[config.mk]
export PLATFORM = sky130hd
export DESIGN_NAME = pipe_cla
export DESIGN_NICKNAME = d
export VERILOG_FILES = /design/src/rtl/pipe_cla_pkg.sv /design/src/rtl/cla_block.sv /design/src/rtl/pipe_cla.sv
export SDC_FILE = /design/constraint.sdc
export NUM_CORES = 1
export LEC_CHECK = 0
export BUFFER_PORTS_ARGS = -buffer_cell sky130_fd_sc_hd__buf_2
export CORE_MARGIN = 10
export CORE_UTILIZATION = 40
export CTS_BUF_LIST = sky130_fd_sc_hd__clkbuf_16
export CTS_CLUSTER_SIZE = 20
export DETAILED_ROUTE_END_ITERATION = 16
export PLACE_DENSITY = 0.66
export SYNTH_ARGS = -nofsm -noshare
export SYNTH_HDL_FRONTEND = slang
export SYNTH_SLANG_ARGS = --single-unit
[constraint.sdc]
create_clock -name clock -period 2.3 [get_ports clock]
set_input_delay 0.23 -clock clock [delete_from_list [all_inputs] [get_ports clock]]
set_output_delay 0.23 -clock clock [all_outputs]
set_load 0.01 [all_outputs]
[src/rtl/pipe_cla_pkg.sv]
// rtl/pipe_cla_pkg.sv - shared ALU constants: default datapath geometry and stage derivation
package pipe_cla_pkg;

    localparam int ALU_WIDTH = 32;
    localparam int ALU_BLOCK = 8;

    // One pipeline stage per carry-lookahead slice.
    function automatic int alu_stages(input int width, input int block);
        return width / block;
    endfunction

endpackage

[src/rtl/cla_block.sv]
// rtl/cla_block.sv - combinational BLOCK-bit generate/propagate carry-lookahead adder slice
module cla_block
    import pipe_cla_pkg::*;
#(
    parameter int BLOCK = ALU_BLOCK
) (
    input  logic [BLOCK-1:0] a,
    input  logic [BLOCK-1:0] b,
    input  logic             cin,
    output logic [BLOCK-1:0] sum,
    output logic             cout
);

    logic [BLOCK-1:0] g;
    logic [BLOCK-1:0] p;
    logic [BLOCK:0]   c;

    assign g = a & b;
    assign p = a ^ b;

    // Each carry is expanded as a flat sum of products of g/p/cin, never chained
    // through the previous carry.
    always_comb begin
        logic chain;
        chain = 1'b0;
        c     = '0;
        c[0]  = cin;
        for (int i = 0; i < BLOCK; i++) begin
            chain    = p[i];
            c[i + 1] = g[i];
            for (int j = i - 1; j >= 0; j--) begin
                c[i + 1] = c[i + 1] | (chain & g[j]);
                chain    = chain & p[j];
            end
            c[i + 1] = c[i + 1] | (chain & cin);
        end
    end

    assign sum  = p ^ c[BLOCK-1:0];
    assign cout = c[BLOCK];

endmodule

[src/rtl/pipe_cla.sv]
// rtl/pipe_cla.sv - pipelined add/subtract, one CLA slice per stage with operand skew and result deskew
module pipe_cla
    import pipe_cla_pkg::*;
#(
    parameter int WIDTH = ALU_WIDTH,
    parameter int BLOCK = ALU_BLOCK
) (
    input  logic             clock,
    input  logic             reset,
    input  logic             enable,
    input  logic             in_valid,
    input  logic [WIDTH-1:0] data_operandA,
    input  logic [WIDTH-1:0] data_operandB,
    input  logic             ctrl_sub,
    input  logic             cin,
    output logic             out_valid,
    output logic [WIDTH-1:0] data_result,
    output logic             cout,
    output logic             overflow
);

    localparam int STAGES = alu_stages(WIDTH, BLOCK);

    logic [WIDTH-1:0] eff_b;
    logic             eff_cin;

    assign eff_b   = ctrl_sub ? ~data_operandB : data_operandB;
    assign eff_cin = ctrl_sub | cin;

    // Stage k registers only the operand slices still waiting (k+1 and up) and the
    // sum slices already produced (0..k), so the skew/deskew shrinks/grows per stage.
    for (genvar k = 0; k < STAGES; k++) begin : g_stage
        localparam int AW = WIDTH - k * BLOCK;
        localparam int SW = (k + 1) * BLOCK;

        logic [AW-1:0]    a_in;
        logic [AW-1:0]    b_in;
        logic             c_in;
        logic             v_in;
        logic [BLOCK-1:0] sum;
        logic             co;
        logic [SW-1:0]    s_all;

        if (k == 0) begin : g_first
            assign a_in  = data_operandA;
            assign b_in  = eff_b;
            assign c_in  = eff_cin;
            assign v_in  = in_valid;
            assign s_all = sum;
        end else begin : g_next
            assign a_in  = g_stage[k-1].g_mid.a_r;
            assign b_in  = g_stage[k-1].g_mid.b_r;
            assign c_in  = g_stage[k-1].g_mid.c_r;
            assign v_in  = g_stage[k-1].g_mid.v_r;
            assign s_all = {sum, g_stage[k-1].g_mid.s_r};
        end

        cla_block #(.BLOCK(BLOCK)) u_cla (
            .a    (a_in[BLOCK-1:0]),
            .b    (b_in[BLOCK-1:0]),
            .cin  (c_in),
            .sum  (sum),
            .cout (co)
        );

        if (k < STAGES - 1) begin : g_mid
            logic [AW-BLOCK-1:0] a_r;
            logic [AW-BLOCK-1:0] b_r;
            logic [SW-1:0]       s_r;
            logic                c_r;
            logic                v_r;

            always_ff @(posedge clock) begin
                if (reset) begin
                    a_r <= '0;
                    b_r <= '0;
                    s_r <= '0;
                    c_r <= 1'b0;
                    v_r <= 1'b0;
                end else if (enable) begin
                    a_r <= a_in[AW-1:BLOCK];
                    b_r <= b_in[AW-1:BLOCK];
                    s_r <= s_all;
                    c_r <= co;
                    v_r <= v_in;
                end
            end
        end else begin : g_last
            // Result fields are forced to zero for bubbles so idle outputs read as 0.
            always_ff @(posedge clock) begin
                if (reset) begin
                    out_valid   <= 1'b0;
                    data_result <= '0;
                    cout        <= 1'b0;
                    overflow    <= 1'b0;
                end else if (enable) begin
                    out_valid   <= v_in;
                    data_result <= v_in ? s_all : '0;
                    cout        <= v_in & co;
                    overflow    <= v_in & (a_in[AW-1] == b_in[AW-1]) & (s_all[SW-1] != a_in[AW-1]);
                end
            end
        end
    end

endmodule

After elaboration in Yosys (flattened, before gate mapping)
Index checks and enable logic that the tools add are counted.
{"block": "op_classes", "n_addsub": 0, "multipliers": 0, "div": 0, "magnitude_cmp": 0, "n_eq_ne": 2, "shifts": 0, "muxes": 2, "bitwise_logic": 417, "n_reduce_logical": 0}
{"op": "$and 1x1->1", "count": 259}
{"op": "$or 1x1->1", "count": 145}
{"op": "$mux 32", "count": 2}
{"op": "$xor 8x8->8", "count": 8}
{"op": "$and 8x8->8", "count": 4}
{"op": "$not 32->32", "count": 1}
{"op": "$eq 1x1->1", "count": 1}
{"op": "$ne 1x1->1", "count": 1}
{"block": "totals", "reg_bits": 185, "latchBits": 0, "ram_bits": 0, "mem_bits_ro": 0, "out_inout_bits": 35, "n_memories": 0}

Logic depth before layout (Yosys ltp)
{"block": "depth", "depth_word": 12, "depth_mapped": 9}

Modules after synthesis
Synthesis repeated with hierarchy kept, for this count alone.
{"block": "unflattened", "hier_cells": 797, "hier_area_um2": 8257.9}
{"mod": "pipe_cla", "n_inst": 1, "cells_each": 645, "area_per_inst_um2": 6971.7, "seq_area_each_um2": 3703.6}
{"mod": "cla_block (g_stage[1].u_cla ...)", "n_inst": 3, "cells_each": 37, "area_per_inst_um2": 317.8, "seq_area_each_um2": 0.0}
{"mod": "cla_block (g_stage[0].u_cla)", "n_inst": 1, "cells_each": 41, "area_per_inst_um2": 332.8, "seq_area_each_um2": 0.0}

Worst setup path after synthesis
OpenSTA, ideal clock, no wires.
{"block": "synth_timing", "kind": "input to register", "from": "in ctrl_sub", "to": "reg g_stage[0].g_mid.s_r[5]", "arrival_time_ns": 1.913, "required_ns": 2.183, "slack_ns": 0.269, "path_stages": 9, "path_cell_list": "buf_4 buf_2 xor2_1 ha_1 a21oi_1 nand2_1 a221oi_2 mux2i_1 nand2_1"}
{"block": "synth_via", "elab_chain_cells": 9, "elab_cells_between_ends": 19, "cone_classes": "1 x mux; 18 x bitwise"}
{"item": "start: declaration", "line": "pipe_cla.sv:14", "rtl": "input logic ctrl_sub,"}
{"item": "$mux 32", "line": "pipe_cla.sv:27", "rtl": "assign eff_b = ctrl_sub ? ~data_operandB : data_operandB;"}
{"item": "$xor 8x8->8 or $and 8x8->8 (tied branches)", "line": "cla_block.sv:19, cla_block.sv:18"}
{"item": "$and 1x1->1 (on tied branches)", "line": "cla_block.sv:32, cla_block.sv:33"}
{"item": "$or 1x1->1 (tied with other cells) (3 in a row)", "line": "cla_block.sv:32", "rtl": "c[i + 1] = c[i + 1] | (chain & g[j]);"}
{"item": "$or 1x1->1 or $and 1x1->1 (tied branches)", "line": "cla_block.sv:32, cla_block.sv:35"}
{"item": "$or 1x1->1", "line": "cla_block.sv:35", "rtl": "c[i + 1] = c[i + 1] | (chain & cin);"}
{"item": "$xor 8x8->8 *", "line": "cla_block.sv:39", "rtl": "assign sum = p ^ c[BLOCK-1:0];"}
{"item": "end signal: assignment", "line": "pipe_cla.sv:83", "rtl": "s_r <= s_all;"}
{"item": "end: declaration", "line": "pipe_cla.sv:69", "rtl": "logic [SW-1:0] s_r;"}
Mark *: on every way between the ends. The rest lies on a longest branch, timed or not.
A chain may end at the register's enable or synchronous reset.

Final worst setup path
{"block": "layout_timing", "from": "reg g_stage[2].g_mid.a_r[0]", "to": "reg data_result[31]"}
{"block": "layout_via", "elab_chain_cells": 6, "elab_cells_between_ends": 9, "cone_classes": "1 x mux; 8 x bitwise"}
{"item": "start: declaration", "line": "pipe_cla.sv:67", "rtl": "logic [AW-BLOCK-1:0] a_r;"}
{"item": "start signal: assignment", "line": "pipe_cla.sv:81", "rtl": "a_r <= a_in[AW-1:BLOCK];"}
{"item": "$and 8x8->8 or $xor 8x8->8 (tied branches)", "line": "cla_block.sv:18, cla_block.sv:19"}
{"item": "$and 1x1->1 (on tied branches)", "line": "cla_block.sv:32, cla_block.sv:33"}
{"item": "$or 1x1->1 or $and 1x1->1 (tied branches)", "line": "cla_block.sv:32, cla_block.sv:35"}
{"item": "$or 1x1->1 *", "line": "cla_block.sv:35"}
{"item": "$xor 8x8->8 *", "line": "cla_block.sv:39"}
{"item": "$mux 32 *", "line": "pipe_cla.sv:98", "rtl": "data_result <= v_in ? s_all : '0;"}
{"item": "end signal: assignment", "line": "pipe_cla.sv:98"}
{"item": "end: declaration", "line": "pipe_cla.sv:17", "rtl": "output logic [WIDTH-1:0] data_result,"}
Marked as above.

==> summary.txt <==
Outcome
  • Status: finished, final reports clean

Power and ir drop
  • Sw Ratio: 0.262
  • Clock power share: 0.411
  • Sw power: 1.87 mW
  • Power Internal: 5.25 mW
  • Seq pwr share: 0.485
  • Pwr dens: 771 nW/um2
  • Pleak: 4.13 nW
  • Worst vdd ir: 495 uV
  • Combinational Power Share: 0.105

Cells and area
  • Layout cells sized above 1: 0.177
  • Most common cell after layout, fill and taps aside: dfxtp_1
  • Leading cell types in the layout, fill and taps excluded: dfxtp_1 (185), nor2_1 (184), mux2i_1 (104)
  • Area grow syn2layout: 17.1%
  • Nets@finish: 998
  • Final Instance Count excl. Fillers: 1170
  • ANT cells: 0

Routing
  • Routed vias: 5709
  • Final WL: 17000 um
  • Via density: 4.88
  • # DRC: 0
  • Routed Antenna Nets: 0
  • Starting DRC count in detailed routing: 324
  • Routed len/inst: 14.5 um
  • DR pass1 iterations: 4

STA
  • Pin slew with the least headroom to its limit: 0.777 ns
  • Final hold vios: 0
  • Max Slew Vio Count: 0
  • RSZ-0062 raised after global routing: no
  • Slew HR: 0.482
  • Final setup viols: 0
  • Crit share post-route: 0.793
  • Clock period minus worst slack: 1.82 ns
  • Fmax: 0.548 GHz
  • Final clock skew: 0.00665 ns
  • TNS Setup: 0 ns

Die
  • Die Area: 25700 um2
  • Die width: 160 um
  • Area of the core: 19400 um2
  • Die height: 160 um
  • Num rows: 51
  • IO Count: 105
  • Starting Density: 0.406

Clock tree
  • Max clock buf depth: 2
  • Num CTS Buffers: 17
  • CTS clk-pin slew, worst paths: 0.07 ns
  • CTS Hold Bufs: 0
  • Post_cts resized: 0
  • CTS root buffer: clkbuf_16
  • H-Tree Level Count: 4
  • Clk_lat worst skew: 0.43 ns
  • CTS sink count: 185
  • CTS tree: done
  • Setup bufs post-CTS: 0

Setup path
  • Crit path max fanout: 3
  • Reg2reg start: g_stage[2].g_mid.a_r[0]
  • Crit path DAT: 2.15 ns
  • Worst EP required: 2.62 ns
  • Worst R2R Path Depth: 6
  • Crit path kind: flop to flop
  • Reg2reg setup slack: 0.48 ns
  • CP endpoint kind: flop
  • CP Launch Type: flop
  • Worst r2r dst: data_result[31]

Global route
  • Gr usage total: 0.131
  • Total gr overflow: 0
  • Maximum number of pins on one net before global-route repair: 105
  • Vias in the first global route: 5458
  • Antenna violations before repair: 1
  • First-pass GRT wire length: 28000 um

Synth
  • Syn. warnings: 0
  • Ys async rst share: 0
  • Synth unique cells: 47
  • #FFs+latches synth: 185
  • EDFF count, synth: 0
  • Syn Nets: 914
  • Cell taking the most area after synthesis: dfxtp_1
  • Cells after synthesis: 808
  • Post-Syn Area: 7880 um2
  • Avg Cell Area, Syn: 9.75 um2
  • Sequential share of the synthesized area: 0.470
  • Share of the synthesized area in the top cell type: 0.470
  • Top FF cell, synth: dfxtp_1
  • Synth top area cells: dfxtp_1 (47%), mux2i_1 (13%), nor2_1 (8.8%)

Place
  • RD Place Congestion: 0.828
  • Dpl cells: 1138
  • PortBufs: 104
  • Post-DP HPWL: 12300 um

Min path
  • Hold Crit Start: in_valid
  • WHS Endpoint: g_stage[0].g_mid.v_r
  • Hold depth: 3
  • Worst hold path type: primary input to flop

Flow run
  • Max-cap violation count: 0
[state kept, by name (all words and copies together), names as in the netlist]
signal / count
g_stage.g_mid.a_r: 48
g_stage.g_mid.b_r: 48
g_stage.g_mid.s_r: 48
data_result: 32
g_stage.g_mid.c_r: 3
g_stage.g_mid.v_r: 3
cout: 1
out_valid: 1
overflow: 1
[power by group through the flow]
stage          logic [mW]  clock network (mW)  registers, mW
6_report            0.746                2.92           3.45
5_1_grt             0.839                3.11           3.47
4_1_cts             0.753                3.00           3.45
3_5_place_dp        0.750                   0           3.52
3_3_place_gp        0.737                   0           3.52
2_1_floorplan       0.573                   0           3.48
[per-layer routing]
layer | up-vias | wire length (um) | global-route usage
li1 | 3010 | - | -
met1 | 2574 | 9130 | 0.191
met2 | 108 | 6820 | 0.180
met3 | 17 | 803 | 0.0355
met4 | 0 | 228 | 0.0463
met5 | - | 0 | 0
[critical path, stage by stage (launching register included)]
cell	delay (ns)
dfxtp_1	0.35
ha_1	0.32
a211oi_2	0.32
o21ai_1	0.16
a31oi_2	0.25
nand2b_1	0.08
a32o_1	0.24
[synthesized netlist by cell type, types with 2 or more instances]
cell,instances
and3_1,5
a22oi_1,27
a311o_1,2
buf_2,24
a221o_1,2
nand3_1,4
fa_1,4
nand2_1,21
o21ai_1,4
ha_1,32
a211oi_1,37
inv_1,8
xnor2_1,32
or4_1,2
nand2b_1,2
o31a_1,3
o21bai_1,2
a21oi_1,13
clkbuf_1,22
buf_1,6
a22o_1,4
a21o_1,6
a211oi_2,3
dfxtp_1,185
o21ai_0,10
nor4_1,4
o21bai_2,2
o31ai_1,2
nand4_1,6
nor3_1,13
nor2_1,184
mux2i_1,104
xor2_1,16
o22ai_1,2
clkinv_1,2
a31oi_1,2
[cell type report]
type,count,area (um2)
fillers,1872,10200
multi-input cells,560,3900
flip-flops and latches,185,3700
well taps,265,332
repair buffers,118,647
inverters,10,37.5
clock buffers,17,425
clock inverters,15,176
[cells by family (layout without fill, tap and decap cells)]
| family | after synthesis | count (layout) | synth area share |
|---|---|---|---|
| AOI/OAI and AO/OA | 129 | 129 | 0.123 |
| xor gates and xnor gates | 48 | 48 | 0.0534 |
| adders and majority gates | 36 | 36 | 0.0610 |
| buffers and inverters | 63 | 160 | 0.0343 |
| DFF | 185 | 185 | 0.470 |
| muxes | 104 | 104 | 0.132 |
| and+or+nand+nor | 243 | 243 | 0.126 |
[worst max path at each step]
stage	slack, ns	cells past startpoint	endpoint	from
finish	0.48	6	data_result[31]	g_stage[2].g_mid.a_r[0]
global route	0.35	6	data_result[31]	g_stage[2].g_mid.a_r[0]
CTS	0.47	6	data_result[31]	g_stage[2].g_mid.a_r[0]
detailed placement	0.25	8	g_stage[0].g_mid.s_r[5]	ctrl_sub
global placement	0.28	8	g_stage[0].g_mid.s_r[5]	ctrl_sub
floorplan	0.27	9	g_stage[0].g_mid.s_r[5]	ctrl_sub
[stage by stage]
stage          setup slack, ns  hold WS, ns  power [mW]  utilization  instance area [um2]
6_report                 0.476       0.0263        7.11        0.475                 9220
5_1_grt                  0.345       0.0379        7.42        0.475                 9220
4_1_cts                  0.467      0.00723        7.20        0.475                 9220
3_5_place_dp             0.254        0.449        4.27        0.444                 8620
3_3_place_gp             0.277        0.441        4.26        0.444                 8620
2_1_floorplan            0.269        0.377        4.06            -                 7880
No activity file was read; power rests on OpenSTA's default activity.
